===== config.mk =====
export PLATFORM = sky130hd
export DESIGN_NAME = arcade_input_mapper
export DESIGN_NICKNAME = d
export VERILOG_FILES = /design/src/rtl/arcade_input_mapper.sv
export SDC_FILE = /design/constraint.sdc
export NUM_CORES = 1
export LEC_CHECK = 0
export CORE_MARGIN = 2
export CORE_UTILIZATION = 53
export CTS_CLUSTER_DIAMETER = 80
export CTS_CLUSTER_SIZE = 10
export DETAILED_ROUTE_END_ITERATION = 8
export PLACE_DENSITY = 0.77
export SYNTH_ARGS = -nofsm -noshare
export SYNTH_HDL_FRONTEND = slang
export SYNTH_SLANG_ARGS = --single-unit

===== constraint.sdc =====
create_clock -name clk_sys -period 5.9 [get_ports clk_sys]
set_input_delay 1.475 -clock clk_sys [delete_from_list [all_inputs] [get_ports clk_sys]]
set_output_delay 1.475 -clock clk_sys [all_outputs]
set_load 0.1 [all_outputs]

===== src/rtl/arcade_input_mapper.sv =====
// Maps PS/2 key events and joysticks to per-player arcade buttons: optional rotation, coin pulses, cheat.
// Optional autofire is enabled by defining ARCADE_INPUT_AUTOFIRE_EN.
module arcade_input_mapper #(
  parameter int          PLAYERS       = 2,
  parameter logic [15:0] COIN_CYCLES   = 16'd60000,
  parameter bit          COIN_ON_START = 1'b1
`ifdef ARCADE_INPUT_AUTOFIRE_EN
  , parameter logic [15:0] AUTOFIRE_HALF = 16'd3000
`endif
) (
  input  logic                   clk_sys,
  input  logic                   reset,
  input  logic [10:0]            ps2_key,
  input  logic [16*PLAYERS-1:0]  joystick,
  input  logic                   rotate,
  output logic [PLAYERS-1:0]     btn_up,
  output logic [PLAYERS-1:0]     btn_down,
  output logic [PLAYERS-1:0]     btn_left,
  output logic [PLAYERS-1:0]     btn_right,
  output logic [PLAYERS-1:0]     btn_fire,
  output logic [PLAYERS-1:0]     btn_start,
  output logic [PLAYERS-1:0]     btn_coin,
  output logic                   btn_cheat
);

  localparam int K0_UP = 0, K0_DN = 1, K0_LF = 2, K0_RT = 3, K0_FA = 4, K0_FB = 5;
  localparam int K0_SA = 6, K0_SB = 7, K0_CN = 8, K_CHEAT = 9;
  localparam int K1_UP = 10, K1_DN = 11, K1_LF = 12, K1_RT = 13, K1_FR = 14;
  localparam int K1_SA = 15, K1_SB = 16, K1_CN = 17;
`ifdef ARCADE_INPUT_AUTOFIRE_EN
  localparam int K_ALT = 18;
  localparam int NK    = 19;
`else
  localparam int NK    = 18;
`endif

  logic              r_init;
  logic              r_toggle_prev;
  logic [NK-1:0]     r_keys;
  logic [PLAYERS-1:0] r_coin_prev;
  logic [15:0]       r_coin_cnt [PLAYERS];
`ifdef ARCADE_INPUT_AUTOFIRE_EN
  logic [15:0]       r_af_cnt [PLAYERS];
  logic [PLAYERS-1:0] r_af_ph;
  logic [PLAYERS-1:0] w_af_sel;
`endif

  logic              w_event;
  logic [8:0]        w_code;
  logic [NK-1:0]     w_match;
  logic [NK-1:0]     w_keys_nxt;
  logic [PLAYERS-1:0] w_up, w_down, w_left, w_right, w_fire, w_start, w_coin_src, w_coin_edge;
  logic              w_unused_jbits;

  // The first cycle after reset only samples the toggle/coin state, so nothing fires spuriously.
  assign w_event = r_init && (ps2_key[10] != r_toggle_prev);
  assign w_code  = ps2_key[8:0];

  always_comb begin
    w_match        = '0;
    w_match[K0_UP] = (ps2_key[7:0] == 8'h75);
    w_match[K0_DN] = (ps2_key[7:0] == 8'h72);
    w_match[K0_LF] = (ps2_key[7:0] == 8'h6B);
    w_match[K0_RT] = (ps2_key[7:0] == 8'h74);
    w_match[K0_FA] = (w_code == 9'h029);
    w_match[K0_FB] = (w_code == 9'h014);
    w_match[K0_SA] = (w_code == 9'h016);
    w_match[K0_SB] = (w_code == 9'h005);
    w_match[K0_CN] = (w_code == 9'h02E);
    w_match[K_CHEAT] = (w_code == 9'h003);
    w_match[K1_UP] = (w_code == 9'h02D);
    w_match[K1_DN] = (w_code == 9'h02B);
    w_match[K1_LF] = (w_code == 9'h023);
    w_match[K1_RT] = (w_code == 9'h034);
    w_match[K1_FR] = (w_code == 9'h01C);
    w_match[K1_SA] = (w_code == 9'h01E);
    w_match[K1_SB] = (w_code == 9'h006);
    w_match[K1_CN] = (w_code == 9'h036);
`ifdef ARCADE_INPUT_AUTOFIRE_EN
    w_match[K_ALT] = (w_code == 9'h011);
`endif
    w_keys_nxt = r_keys;
    if (w_event) begin
      for (int k = 0; k < NK; k++) begin
        if (w_match[k]) w_keys_nxt[k] = ps2_key[9];
      end
    end
  end

  always_comb begin
    w_unused_jbits = 1'b0;
    for (int p = 0; p < PLAYERS; p++) begin
      w_right[p] = joystick[16*p + 0];
      w_left[p]  = joystick[16*p + 1];
      w_down[p]  = joystick[16*p + 2];
      w_up[p]    = joystick[16*p + 3];
      w_fire[p]  = joystick[16*p + 4];
      w_start[p] = joystick[16*p + 5];
      w_coin_src[p] = joystick[16*p + 6];
      w_unused_jbits = w_unused_jbits ^ (^joystick[16*p + 8 +: 8]);
`ifdef ARCADE_INPUT_AUTOFIRE_EN
      w_af_sel[p] = joystick[16*p + 7];
      if (p == 0) w_af_sel[p] = w_af_sel[p] | w_keys_nxt[K_ALT];
`else
      w_unused_jbits = w_unused_jbits ^ joystick[16*p + 7];
`endif
      if (p == 0) begin
        w_up[p]    = w_up[p]    | w_keys_nxt[K0_UP];
        w_down[p]  = w_down[p]  | w_keys_nxt[K0_DN];
        w_left[p]  = w_left[p]  | w_keys_nxt[K0_LF];
        w_right[p] = w_right[p] | w_keys_nxt[K0_RT];
        w_fire[p]  = w_fire[p]  | w_keys_nxt[K0_FA] | w_keys_nxt[K0_FB];
        w_start[p] = w_start[p] | w_keys_nxt[K0_SA] | w_keys_nxt[K0_SB];
        w_coin_src[p] = w_coin_src[p] | w_keys_nxt[K0_CN];
      end
      if (p == 1) begin
        w_up[p]    = w_up[p]    | w_keys_nxt[K1_UP];
        w_down[p]  = w_down[p]  | w_keys_nxt[K1_DN];
        w_left[p]  = w_left[p]  | w_keys_nxt[K1_LF];
        w_right[p] = w_right[p] | w_keys_nxt[K1_RT];
        w_fire[p]  = w_fire[p]  | w_keys_nxt[K1_FR];
        w_start[p] = w_start[p] | w_keys_nxt[K1_SA] | w_keys_nxt[K1_SB];
        w_coin_src[p] = w_coin_src[p] | w_keys_nxt[K1_CN];
      end
      if (COIN_ON_START) w_coin_src[p] = w_coin_src[p] | w_start[p];
      // A new edge is ignored while the pulse runs, so a pulse is never extended.
      w_coin_edge[p] = r_init & w_coin_src[p] & ~r_coin_prev[p] & (r_coin_cnt[p] == 16'd0);
      btn_coin[p]    = (r_coin_cnt[p] != 16'd0);
    end
  end

  always_ff @(posedge clk_sys or posedge reset) begin
    if (reset) begin
      r_init        <= 1'b0;
      r_toggle_prev <= 1'b0;
      r_keys        <= '0;
      r_coin_prev   <= '0;
      btn_up        <= '0;
      btn_down      <= '0;
      btn_left      <= '0;
      btn_right     <= '0;
      btn_fire      <= '0;
      btn_start     <= '0;
      btn_cheat     <= 1'b0;
      for (int p = 0; p < PLAYERS; p++) r_coin_cnt[p] <= 16'd0;
`ifdef ARCADE_INPUT_AUTOFIRE_EN
      r_af_ph <= '0;
      for (int p = 0; p < PLAYERS; p++) r_af_cnt[p] <= 16'd0;
`endif
    end else begin
      r_init        <= 1'b1;
      r_toggle_prev <= ps2_key[10];
      r_keys        <= w_keys_nxt;
      r_coin_prev   <= w_coin_src;
      btn_up        <= rotate ? w_left  : w_up;
      btn_down      <= rotate ? w_right : w_down;
      btn_left      <= rotate ? w_down  : w_left;
      btn_right     <= rotate ? w_up    : w_right;
      btn_start     <= w_start;
      btn_cheat     <= w_keys_nxt[K_CHEAT];
      for (int p = 0; p < PLAYERS; p++) begin
        if (w_coin_edge[p])            r_coin_cnt[p] <= COIN_CYCLES;
        else if (r_coin_cnt[p] != 16'd0) r_coin_cnt[p] <= r_coin_cnt[p] - 16'd1;
      end
`ifdef ARCADE_INPUT_AUTOFIRE_EN
      for (int p = 0; p < PLAYERS; p++) begin
        if (w_fire[p] && w_af_sel[p]) begin
          btn_fire[p] <= ~r_af_ph[p];
          if (r_af_cnt[p] == AUTOFIRE_HALF - 16'd1) begin
            r_af_cnt[p] <= 16'd0;
            r_af_ph[p]  <= ~r_af_ph[p];
          end else begin
            r_af_cnt[p] <= r_af_cnt[p] + 16'd1;
          end
        end else begin
          btn_fire[p] <= w_fire[p];
          r_af_cnt[p] <= 16'd0;
          r_af_ph[p]  <= 1'b0;
        end
      end
`else
      btn_fire <= w_fire;
`endif
    end
  end

endmodule


### Word level (Yosys, flattened, before mapping)

Index checks and enable logic that the tools add are counted.

| cells by class | value |
|---|---|
| $add $sub $neg | 2 |
| eq/ne operators | 19 |
| multiplexer cells | 27 |
| bitwise logic cells | 27 |
| reduce and logical (&&, ||, !) cells | 7 |

Operator list:

| kind | count |
|---|---|
| $mux 16 | 4 |
| $eq 9x6->1 const B | 7 |
| $eq 9x5->1 const B | 4 |
| $eq 8x7->1 const B | 4 |
| $logic_not 16->1 | 2 |
| $reduce_bool 16->1 | 2 |
| $sub 16x1->16 const B | 2 |
| $or 1x1->1 | 19 |
| $eq 9x3->1 const B | 2 |
| $mux 1 | 18 |
| $mux 18 | 1 |
| $eq 9x2->1 const B | 1 |
| $mux 2 | 4 |
| $and 1x1->1 | 6 |
| $reduce_bool 2->1 | 2 |
| $not 1->1 | 2 |
| $logic_and 1x1->1 | 1 |
| $ne 1x1->1 | 1 |

| storage, ports and cells | value |
|---|---|
| register bits after elaboration | 67 |

### Depth between registers and ports, before layout

Gate-level depths: netlist of run 1.

| depth | value |
|---|---|
| depth after elaboration | 10 |
| mapped depth | 8 |
| gate-level depth less buffers | 8 |

### Worst setup path after synthesis of run 1

OpenSTA, ideal clock, no wires.

| path | value |
|---|---|
| kind | input-to-reg |
| from | input port ps2_key[8] |
| to | register r_coin_cnt[0] (netlist bit) |
| arrival | 3,571 ps |
| slack | 2,263 ps |
| stages on the path | 7 |
| buffers on the path | 1 |
| cell sequence | or3b_2 nor4_1 mux2_2 or4b_1 buf_6 a311oi_1 a21o_1 |

| between the ends | value |
|---|---|
| elaborated cells on any way between the ends | 16 |

RTL lines:

| item | RTL line | text |
|---|---|---|
| start: declaration | 13 | `input logic [10:0] ps2_key,` |
| $eq 9x6->1 (*) | 78 | `w_match[K1_CN] = (w_code == 9'h036);` |
| $mux 1 (*) | 85 | `if (w_match[k]) w_keys_nxt[k] = ps2_key[9];` |
| $mux 18 (*) | 83 | `if (w_event) begin` |
| via w_keys_nxt[17] | 51 | `logic [NK-1:0] w_keys_nxt;` |
| $or 1x1->1 (*) | 123 | `w_coin_src[p] = w_coin_src[p] \| w_keys_nxt[K1_CN];` |
| $or 1x1->1 (*) | 125 | `if (COIN_ON_START) w_coin_src[p] = w_coin_src[p] \| w_start[p];` |
| via w_coin_src[1] | 52 | `logic [PLAYERS-1:0] w_up, w_down, w_left, w_right, w_fire, w_start, w_coin_src, w_coin_edge;` |
| $and 1x1->1 (*) (3 in series) | 127 | `w_coin_edge[p] = r_init & w_coin_src[p] & ~r_coin_prev[p] & (r_coin_cnt[p] == 16'd0);` |
| $mux 16 / $reduce_bool 2->1 (equally long branches) | - |  |
| end signal: indexed assignment | 162 | `if (w_coin_edge[p]) r_coin_cnt[p] <= COIN_CYCLES;` |
| end: declaration | 41 | `logic [15:0] r_coin_cnt [PLAYERS];` |

The timed path passes the listed nets; every way through them passes the cells marked *.
A chain may end at the register's enable or synchronous reset.

### Final worst setup path of run 1

| path | value |
|---|---|
| from | register r_coin_cnt[0] (netlist bit) |
| to | output port btn_coin[1] |

| between the ends | value |
|---|---|
| longest elaborated chain between the ends | 1 |

RTL lines:

| item | RTL line | text |
|---|---|---|
| $reduce_bool 16->1 | 128 | `btn_coin[p] = (r_coin_cnt[p] != 16'd0);` |
| end: declaration | 22 | `output logic [PLAYERS-1:0] btn_coin,` |

No other way between the ends.

==> metrics.md, run 1 <==
| Metric | Value |
|---|---|
| Library cell with the largest summed area after synthesis | `sky130_fd_sc_hd__dfrtp_1` |
| Cts bufs inserted | `9` |
| Clock H-tree levels | `3` |
| Post-CTS setup repair buffer count | `0` |
| Count of max-cap constraint violations | `0` |
| Pins Over Slew Limit | `0` |
| Max Fclk | `224 MHz` |
| Post-synthesis to final-layout area growth | `22.1%` |
| Fraction of layout cells with a size suffix above 1 | `0.135` |
| Worst path required time | `4.43 ns` |
| TritonCTS clock tree | `built` |
| Maximum clock skew at final layout | `0.00848 ns` |
| Filler Cell Count | `475` |
| Number of clock sinks | `66` |
| Number of diodes | `0` |
| Number of buffers on the longest clock path | `2` |
| Most common cell after layout, fill and taps aside | `sky130_fd_sc_hd__dfrtp_1` |
| Aggregate routed wire length | `6220 um` |
| Wire length of the first global-routing pass | `10900 um` |
| Die outline width | `slightly above 80 um` |
| Utilization after layout | `0.662` |
| Register share of total power | `0.481` |
| Total number of vias | `2453` |
| Syn nets | `354` |
| Routability-driven placement congestion ratio | `0.860` |
| Flip-flop and latch count after synthesis | `66` |
| Post-cts sizing count | `0` |
| Crit path DAT | `2.99 ns` |
| Total power | `slightly below 1000 uW` |
| Setup repair after global routing missed its margin | `no` |
| Total global routing track utilization | `0.215` |
| DIE AREA | `6660 um^2` |
| Static leakage | `approximately 0.0016 uW` |
| Switching share of power | `0.279` |
| Crit end category | `output port` |
| Number of antenna violations at the first check in global routing | `0` |
| Most frequent cells in the layout | `sky130_fd_sc_hd__dfrtp_1, sky130_fd_sc_hd__clkdlybuf4s50_1, sky130_fd_sc_hd__nand2_1` |
| Setup crit start kind | `flip-flop` |
| Most used flip-flop cell after synthesis | `sky130_fd_sc_hd__dfrtp_1` |
| FP Rows | `28` |
| Post-synthesis cell type count | `48` |
| Ratio of total power to cell area | `248 nW/um^2` |
| CTS root buf | `sky130_fd_sc_hd__clkbuf_8` |
| Placed Cells | `421` |
| Summed negative setup slack over all endpoints | `0 ns` |
| Synthesized area | `3190 um^2` |
| Status | `finished clean` |
| Drt via density | `5.61` |
| Setup violation total in the final timing report | `0` |
| CTS Hold Buffers Added | `0` |
| Net switching power | `269 uW` |
| Period utilization | `0.756` |
| Core ar. | `5890 um^2` |
| Final worst path period need | `roughly 4.5 ns` |
| Number of flops mapped to enable cells by yosys | `0` |
| Worst-case setup margin in the final layout | `1.44 ns` |
| Total Nets Final | `405` |
| Die extent in y | `81.6 um` |
| Hold violation total from the final report | `0` |
| Post-synthesis instance total | `306` |
| Max transition margin | `0.348` |
| Mean area per synthesized cell | `between 10 and 15 um^2` |
| Cell types with the largest area share after synthesis | `sky130_fd_sc_hd__dfrtp_1, sky130_fd_sc_hd__nand2_1, sky130_fd_sc_hd__mux2_2, sky130_fd_sc_hd__nor2_1, sky130_fd_sc_hd__mux2i_1` |
| # DRC | `0` |
| Drt initial violations | `132` |
| Clock latency at the later pin of the worst-skew pair | `0.34 ns` |
| Num ports | `61` |
| Post-detail-place hpwl | `roughly 4400 um` |
| Number of buffers added on ports | `42` |
| Count of placed standard cells in the final layout, fillers left out | `437` |
| WS Path Type | `reg2out` |
| Post-synth top area share | `0.517` |
| Tightest Hold Check Type | `reg2reg` |
| Largest net degree at the start of global routing | `50` |
| Starting utilization of the core area | `0.542` |
| Fraction of power consumed by the clock network | `0.400` |
| Portion of the post-synthesis area used by sequential elements | `0.517` |
| Count of TritonRoute iterations in the first routing pass | `4` |
| Worst setup slack before clock tree synthesis | `1.43 ns` |
| Drt wl/cell | `roughly 14 um` |
| Internal power summed over all cells | `697 uW` |
| Post-CTS clock slew at the launch and capture registers of the worst setup and hold paths | `roughly 0.08 ns` |
| Number of global-route vias before repair | `2380` |
| Actual transition at the worst max-transition pin | `slightly below 1 ns` |
| Total congestion overflow | `0` |
| Largest fanout on the critical path | `8` |
| Portion of total power attributed to combinational logic | `0.119` |
| IR drop worst, VDD | `0.000156 V` |
| Post-detailed-route count of antenna-violating nets | `0` |
| Number of warnings printed during yosys synthesis | `0` |
| Post-synthesis async set-or-reset flop share | `1.00` |
==> registers in the layout, summed over array words and instances (netlist names) <==
name           cells
r_keys            18
r_coin_cnt        32
btn_right          2
r_toggle_prev      1
btn_down           2
btn_fire           2
btn_start          2
btn_up             2
btn_left           2
r_coin_prev        2
r_init             1
==> final timing paths <==
kind,from,endpoint,slack [ns],cells past startpoint
setup / recovery,r_coin_cnt[0],btn_coin[1],1.44,5
hold / removal,r_coin_cnt[20],r_coin_cnt[20],0.47,1
setup reg to reg,r_coin_cnt[0],r_coin_cnt[15],3.10,8
hold reg to reg,r_coin_cnt[20],r_coin_cnt[20],0.47,1
max in group asynchronous,reset,r_coin_cnt[29],3.56,3
min in group asynchronous,reset,r_coin_cnt[13],1.42,2
==> worst max-delay path: stages, from the launching register on <==
cell,delay [ns]
sky130_fd_sc_hd__dfrtp_1,0.40
sky130_fd_sc_hd__inv_1,0.12
sky130_fd_sc_hd__ha_1,0.22
sky130_fd_sc_hd__nor3b_1,0.52
sky130_fd_sc_hd__nand4_2,0.33
sky130_fd_sc_hd__clkdlybuf4s50_1,1.05
==> metrics by stage <==
stage / instance area, um^2 / hold WS [ns]
floorplan: 3190 / 0.433
global placement: 3690 / 0.450
detailed placement: 3690 / 0.461
CTS: 3900 / 0.473
global route: 3900 / 0.479
finish: 3900 / 0.472
==> power groups by stage <==
| stage | combinational [uW] | sequential, uW | clock, uW |
|---|---|---|---|
| after global routing | 122 | 466 | 414 |
| after global placement | 115 | 474 | 0 |
| final | 115 | 465 | 387 |
| after detailed placement | 116 | 474 | 0 |
| after floorplan | 30.3 | 515 | 0 |
| after CTS | 116 | 465 | 393 |
==> layout make-up <==
cell class	instances	area, um^2	share of cell area
sequential	66	1650	0.424
multi-input combinational	223	1470	0.377
timing repair buffer	43	428	0.110
clock buffer	9	124	0.0318
tap	75	93.8	0.0241
clock inverter	7	78.8	0.0202
inverter	14	52.6	0.0135
==> cells in the mapped netlist, types with 3 or more instances <==
library cell,n
sky130_fd_sc_hd__nand2_1,34
sky130_fd_sc_hd__or3b_2,5
sky130_fd_sc_hd__xnor2_1,9
sky130_fd_sc_hd__dfrtp_1,66
sky130_fd_sc_hd__or3_1,6
sky130_fd_sc_hd__nor4_1,8
sky130_fd_sc_hd__or2_2,5
sky130_fd_sc_hd__a21oi_1,13
sky130_fd_sc_hd__or4_1,4
sky130_fd_sc_hd__inv_1,14
sky130_fd_sc_hd__nor2b_1,3
sky130_fd_sc_hd__xor2_1,5
sky130_fd_sc_hd__o21ai_0,7
sky130_fd_sc_hd__or4_4,3
sky130_fd_sc_hd__a211oi_1,5
sky130_fd_sc_hd__mux2_2,11
sky130_fd_sc_hd__nor3_1,16
sky130_fd_sc_hd__mux2i_1,10
sky130_fd_sc_hd__o31ai_1,3
sky130_fd_sc_hd__nor3b_1,4
sky130_fd_sc_hd__nand4b_1,4
sky130_fd_sc_hd__nand2b_1,3
sky130_fd_sc_hd__nor2_1,27
sky130_fd_sc_hd__nand3_1,6
sky130_fd_sc_hd__nand4_1,3
sky130_fd_sc_hd__nor4b_1,3
==> logic make-up after synthesis <==
| group | count (synthesis) | share of synthesized area |
|---|---|---|
| buffers and inverters | 17 | 0.0223 |
| and+or+nand+nor | 146 | 0.265 |
| other | 1 | 0.00117 |
| muxes | 22 | 0.0749 |
| AOI/OAI and AO/OA | 38 | 0.0733 |
| adders and majority gates | 2 | 0.00784 |
| xor gates and xnor gates | 14 | 0.0384 |
| DFF | 66 | 0.517 |
==> metal layers <==
layer,vias up,share of wire,GRT usage,wire [um]
li1,1204,-,-,-
met1,1179,0.45,0.273,2780
met2,58,0.50,0.357,3080
met3,12,0.041,0.0495,256
met4,0,0.016,0.0867,102
met5,-,0,0,0
(Power assumes the default switching activity.)
==> inputs of run 2 (changes only) <==
CORE_UTILIZATION = 47   (was 53)
PLACE_DENSITY = 0.72   (was 0.77)
clock period = 4.1 ns   (was 5.9 ns; I/O delays follow)
==> run 2 against run 1 <==
Largest power group unchanged. Total power up 44%. Sequential power increased by 44%. Count of clock-buffer cells in the layout increased by 5. Non-clock buffer count grew 4. Flip-flop and latch count did not move. Largest cell class unchanged. Routed wire length increased by 2.0%. Critical path depth is 3 higher. Cell count grew 2.1%. Critical endpoint is now r_coin_cnt[0].
==> metrics.md, run 2 (synthesized netlist as in run 1, its figures left out) <==
| Metric | Value |
|---|---|
| Post-synthesis to final-layout area growth | `22.9%` |
| Top Registers | `r_coin_cnt: 32 flops, r_keys: 18 flops` |
| Hold Path Cell Cnt | `1 (unchanged)` |
| Die extent in y | `86.4 um (+5.9%)` |
| # DRC | `0 (unchanged)` |
| Fraction of layout cells with a size suffix above 1 | `0.142 (+0.00672)` |
| Net switching power | `360 uW (+34%)` |
| Total global routing track utilization | `0.190 (-0.0249)` |
| Total number of vias | `2424 (-1.2%)` |
| Switching share of power | `0.258 (-0.0207)` |
| Num ports | `61 (unchanged)` |
| Summed negative setup slack over all endpoints | `0 ns (unchanged)` |
| Count of max-cap constraint violations | `0 (unchanged)` |
| Final worst path period need | `3.60 ns` |
| Die outline width | `86.4 um (+5.9%)` |
| Max transition margin | `0.341 (-0.00756)` |
| Register containing the most flip-flops in the final layout | `r_coin_cnt` |
| Status | `finished clean` |
| Max Fclk | `278 MHz` |
| Post-detail-place hpwl | `4470 um (+1.1%)` |
| Most frequent cells in the layout | `sky130_fd_sc_hd__dfrtp_1, sky130_fd_sc_hd__clkdlybuf4s50_1, sky130_fd_sc_hd__nand2_1` |
| Number of global-route vias before repair | `2440 (+2.5%)` |
| IR drop worst, VDD | `0.000221 V (+42%)` |
| Hold violation total from the final report | `0 (unchanged)` |
| Number of buffers added on ports | `42 (unchanged)` |
| Wire length of the first global-routing pass | `11000 um (+1.4%)` |
| Number of buffers on the longest clock path | `2 (unchanged)` |
| Largest net degree at the start of global routing | `67 (+34%)` |
| Ratio of total power to cell area | `355 nW/um^2 (+43%)` |
| Worst path required time | `4.38 ns (-0.05 ns)` |
| Starting utilization of the core area | `0.478 (-0.0646)` |
| Setup slack, reg-to-reg | `1.38 ns (-1.72 ns)` |
| Worst reg-to-reg path cell count | `8 (unchanged)` |
| Count of TritonRoute iterations in the first routing pass | `4 (unchanged)` |
| Launch instance of the worst register-to-register path | `r_coin_cnt[0]` |
| Crit end category | `flip-flop` |
| Placed Cells | `430 (+2.1%)` |
| Post-detailed-route count of antenna-violating nets | `0 (unchanged)` |
| WS Path Type | `in2reg` |
| Tightest Hold Check Type | `reg2reg` |
| FP Rows | `30 (+7.1%)` |
| Routability-driven placement congestion ratio | `0.846 (-1.7%)` |
| Fraction of power consumed by the clock network | `0.399 (about the same)` |
| Static leakage | `0.00162 uW (+0.95%)` |
| CTS Hold Buffers Added | `0 (unchanged)` |
| Setup repair after global routing missed its margin | `no` |
| Core ar. | `6680 um^2 (+14%)` |
| Crit path DAT | `3.88 ns (+0.89 ns)` |
| Post-CTS clock slew at the launch and capture registers of the worst setup and hold paths | `0.07 ns (about the same)` |
| Number of antenna violations at the first check in global routing | `0 (unchanged)` |
| Drt wl/cell | `14.2 um (about the same)` |
| Post-cts sizing count | `0 (unchanged)` |
| Internal power summed over all cells | `1030 uW (+48%)` |
| Post-CTS setup repair buffer count | `0 (unchanged)` |
| Total Nets Final | `409 (+0.99%)` |
| Number of clock sinks | `66 (unchanged)` |
| Cts bufs inserted | `9 (unchanged)` |
| Actual transition at the worst max-transition pin | `0.986 ns (+0.0113 ns)` |
| Count of placed standard cells in the final layout, fillers left out | `446 (+2.1%)` |
| Number of diodes | `0 (unchanged)` |
| Filler Cell Count | `573 (+21%)` |
| CTS root buf | `sky130_fd_sc_hd__clkbuf_8` |
| Largest register FFs | `32 (unchanged)` |
| Setup crit start kind | `primary input` |
| Register share of total power | `0.480 (about the same)` |
| Most common cell after layout, fill and taps aside | `sky130_fd_sc_hd__dfrtp_1` |
| Maximum clock skew at final layout | `0.0101 ns (+0.00161 ns)` |
| Portion of total power attributed to combinational logic | `0.121 (+0.002)` |
| WHS Endpoint | `r_coin_cnt[7]` |
| Endpoint of the lowest-slack register-to-register path | `r_coin_cnt[15]` |
| HP Start | `r_coin_cnt[7]` |
| Aggregate routed wire length | `6340 um (+2.0%)` |
| TritonCTS clock tree | `built` |
| Largest fanout on the critical path | `10 (+2)` |
| Setup violation total in the final timing report | `0 (unchanged)` |
| Clock latency at the later pin of the worst-skew pair | `0.34 ns (about the same)` |
| Drt via density | `5.43 (-3.2%)` |
| DIE AREA | `7470 um^2 (+12%)` |
| Pins Over Slew Limit | `0 (unchanged)` |
| Period utilization | `0.878` |
| Total congestion overflow | `0 (unchanged)` |
| Clock H-tree levels | `3 (unchanged)` |
| Drt initial violations | `103 (-22%)` |
[run 2: worst max path at each step]
| stage | startpoint | end | slack, ns | cells past startpoint |
|---|---|---|---|---|
| 2_1_floorplan | ps2_key[8] | r_coin_cnt[0] | 0.91 | 7 |
| 3_3_place_gp | ps2_key[6] | r_coin_cnt[0] | 0.20 | 7 |
| 3_5_place_dp | ps2_key[5] | r_coin_cnt[0] | 0.16 | 8 |
| 4_1_cts | ps2_key[5] | r_coin_cnt[0] | 0.51 | 8 |
| 5_1_grt | ps2_key[5] | r_coin_cnt[0] | 0.42 | 8 |
| 6_report | ps2_key[5] | r_coin_cnt[0] | 0.50 | 8 |
[run 2: critical path, stage by stage]
cell and delay [ns]:
sky130_fd_sc_hd__clkdlybuf4s50_1 0.41, sky130_fd_sc_hd__buf_4 0.16, sky130_fd_sc_hd__or3_4 0.40, sky130_fd_sc_hd__nor4_1 0.31, sky130_fd_sc_hd__mux2_2 0.40, sky130_fd_sc_hd__or4b_1 0.70, sky130_fd_sc_hd__a311oi_1 0.36, sky130_fd_sc_hd__a21o_1 0.12
[run 2: stage by stage]
step	cell area [um^2]	hold slack, ns	util	total power (uW)	setup WS (ns)
6_report	3920	0.464	0.587	1390	0.502
5_1_grt	3920	0.485	0.587	1450	0.419
4_1_cts	3920	0.467	0.587	1410	0.513
3_5_place_dp	3730	0.455	0.558	851	0.164
3_3_place_gp	3730	0.456	0.558	849	0.202
2_1_floorplan	3190	0.433	-	785	0.913
[run 2: final cells by class]
cell class | instances | area (um^2) | area share
clock buffer | 14 | 163 | 0.0415
clock inverter | 2 | 35.0 | 0.00893
inverter | 14 | 52.6 | 0.0134
multi-input combinational | 223 | 1470 | 0.374
sequential | 66 | 1650 | 0.421
tap | 80 | 100 | 0.0255
timing repair buffer | 47 | 453 | 0.115
[run 2: power by group through the flow]
stage               logic [uW]  registers (uW)  clock network, uW
floorplan                 43.5             742                  0
global placement           168             681                  0
detailed placement         170             682                  0
CTS                        170             669                568
global route               180             670                598
finish                     169             669                556
[run 2: per-layer routing]
layer | up-vias | part of all wire | global-route usage
met1 | 1170 | 0.46 | 0.249
met4 | 0 | 0.014 | 0.0795
met5 | - | 0 | 0
li1 | 1202 | - | -
met2 | 44 | 0.49 | 0.302
met3 | 8 | 0.035 | 0.0486
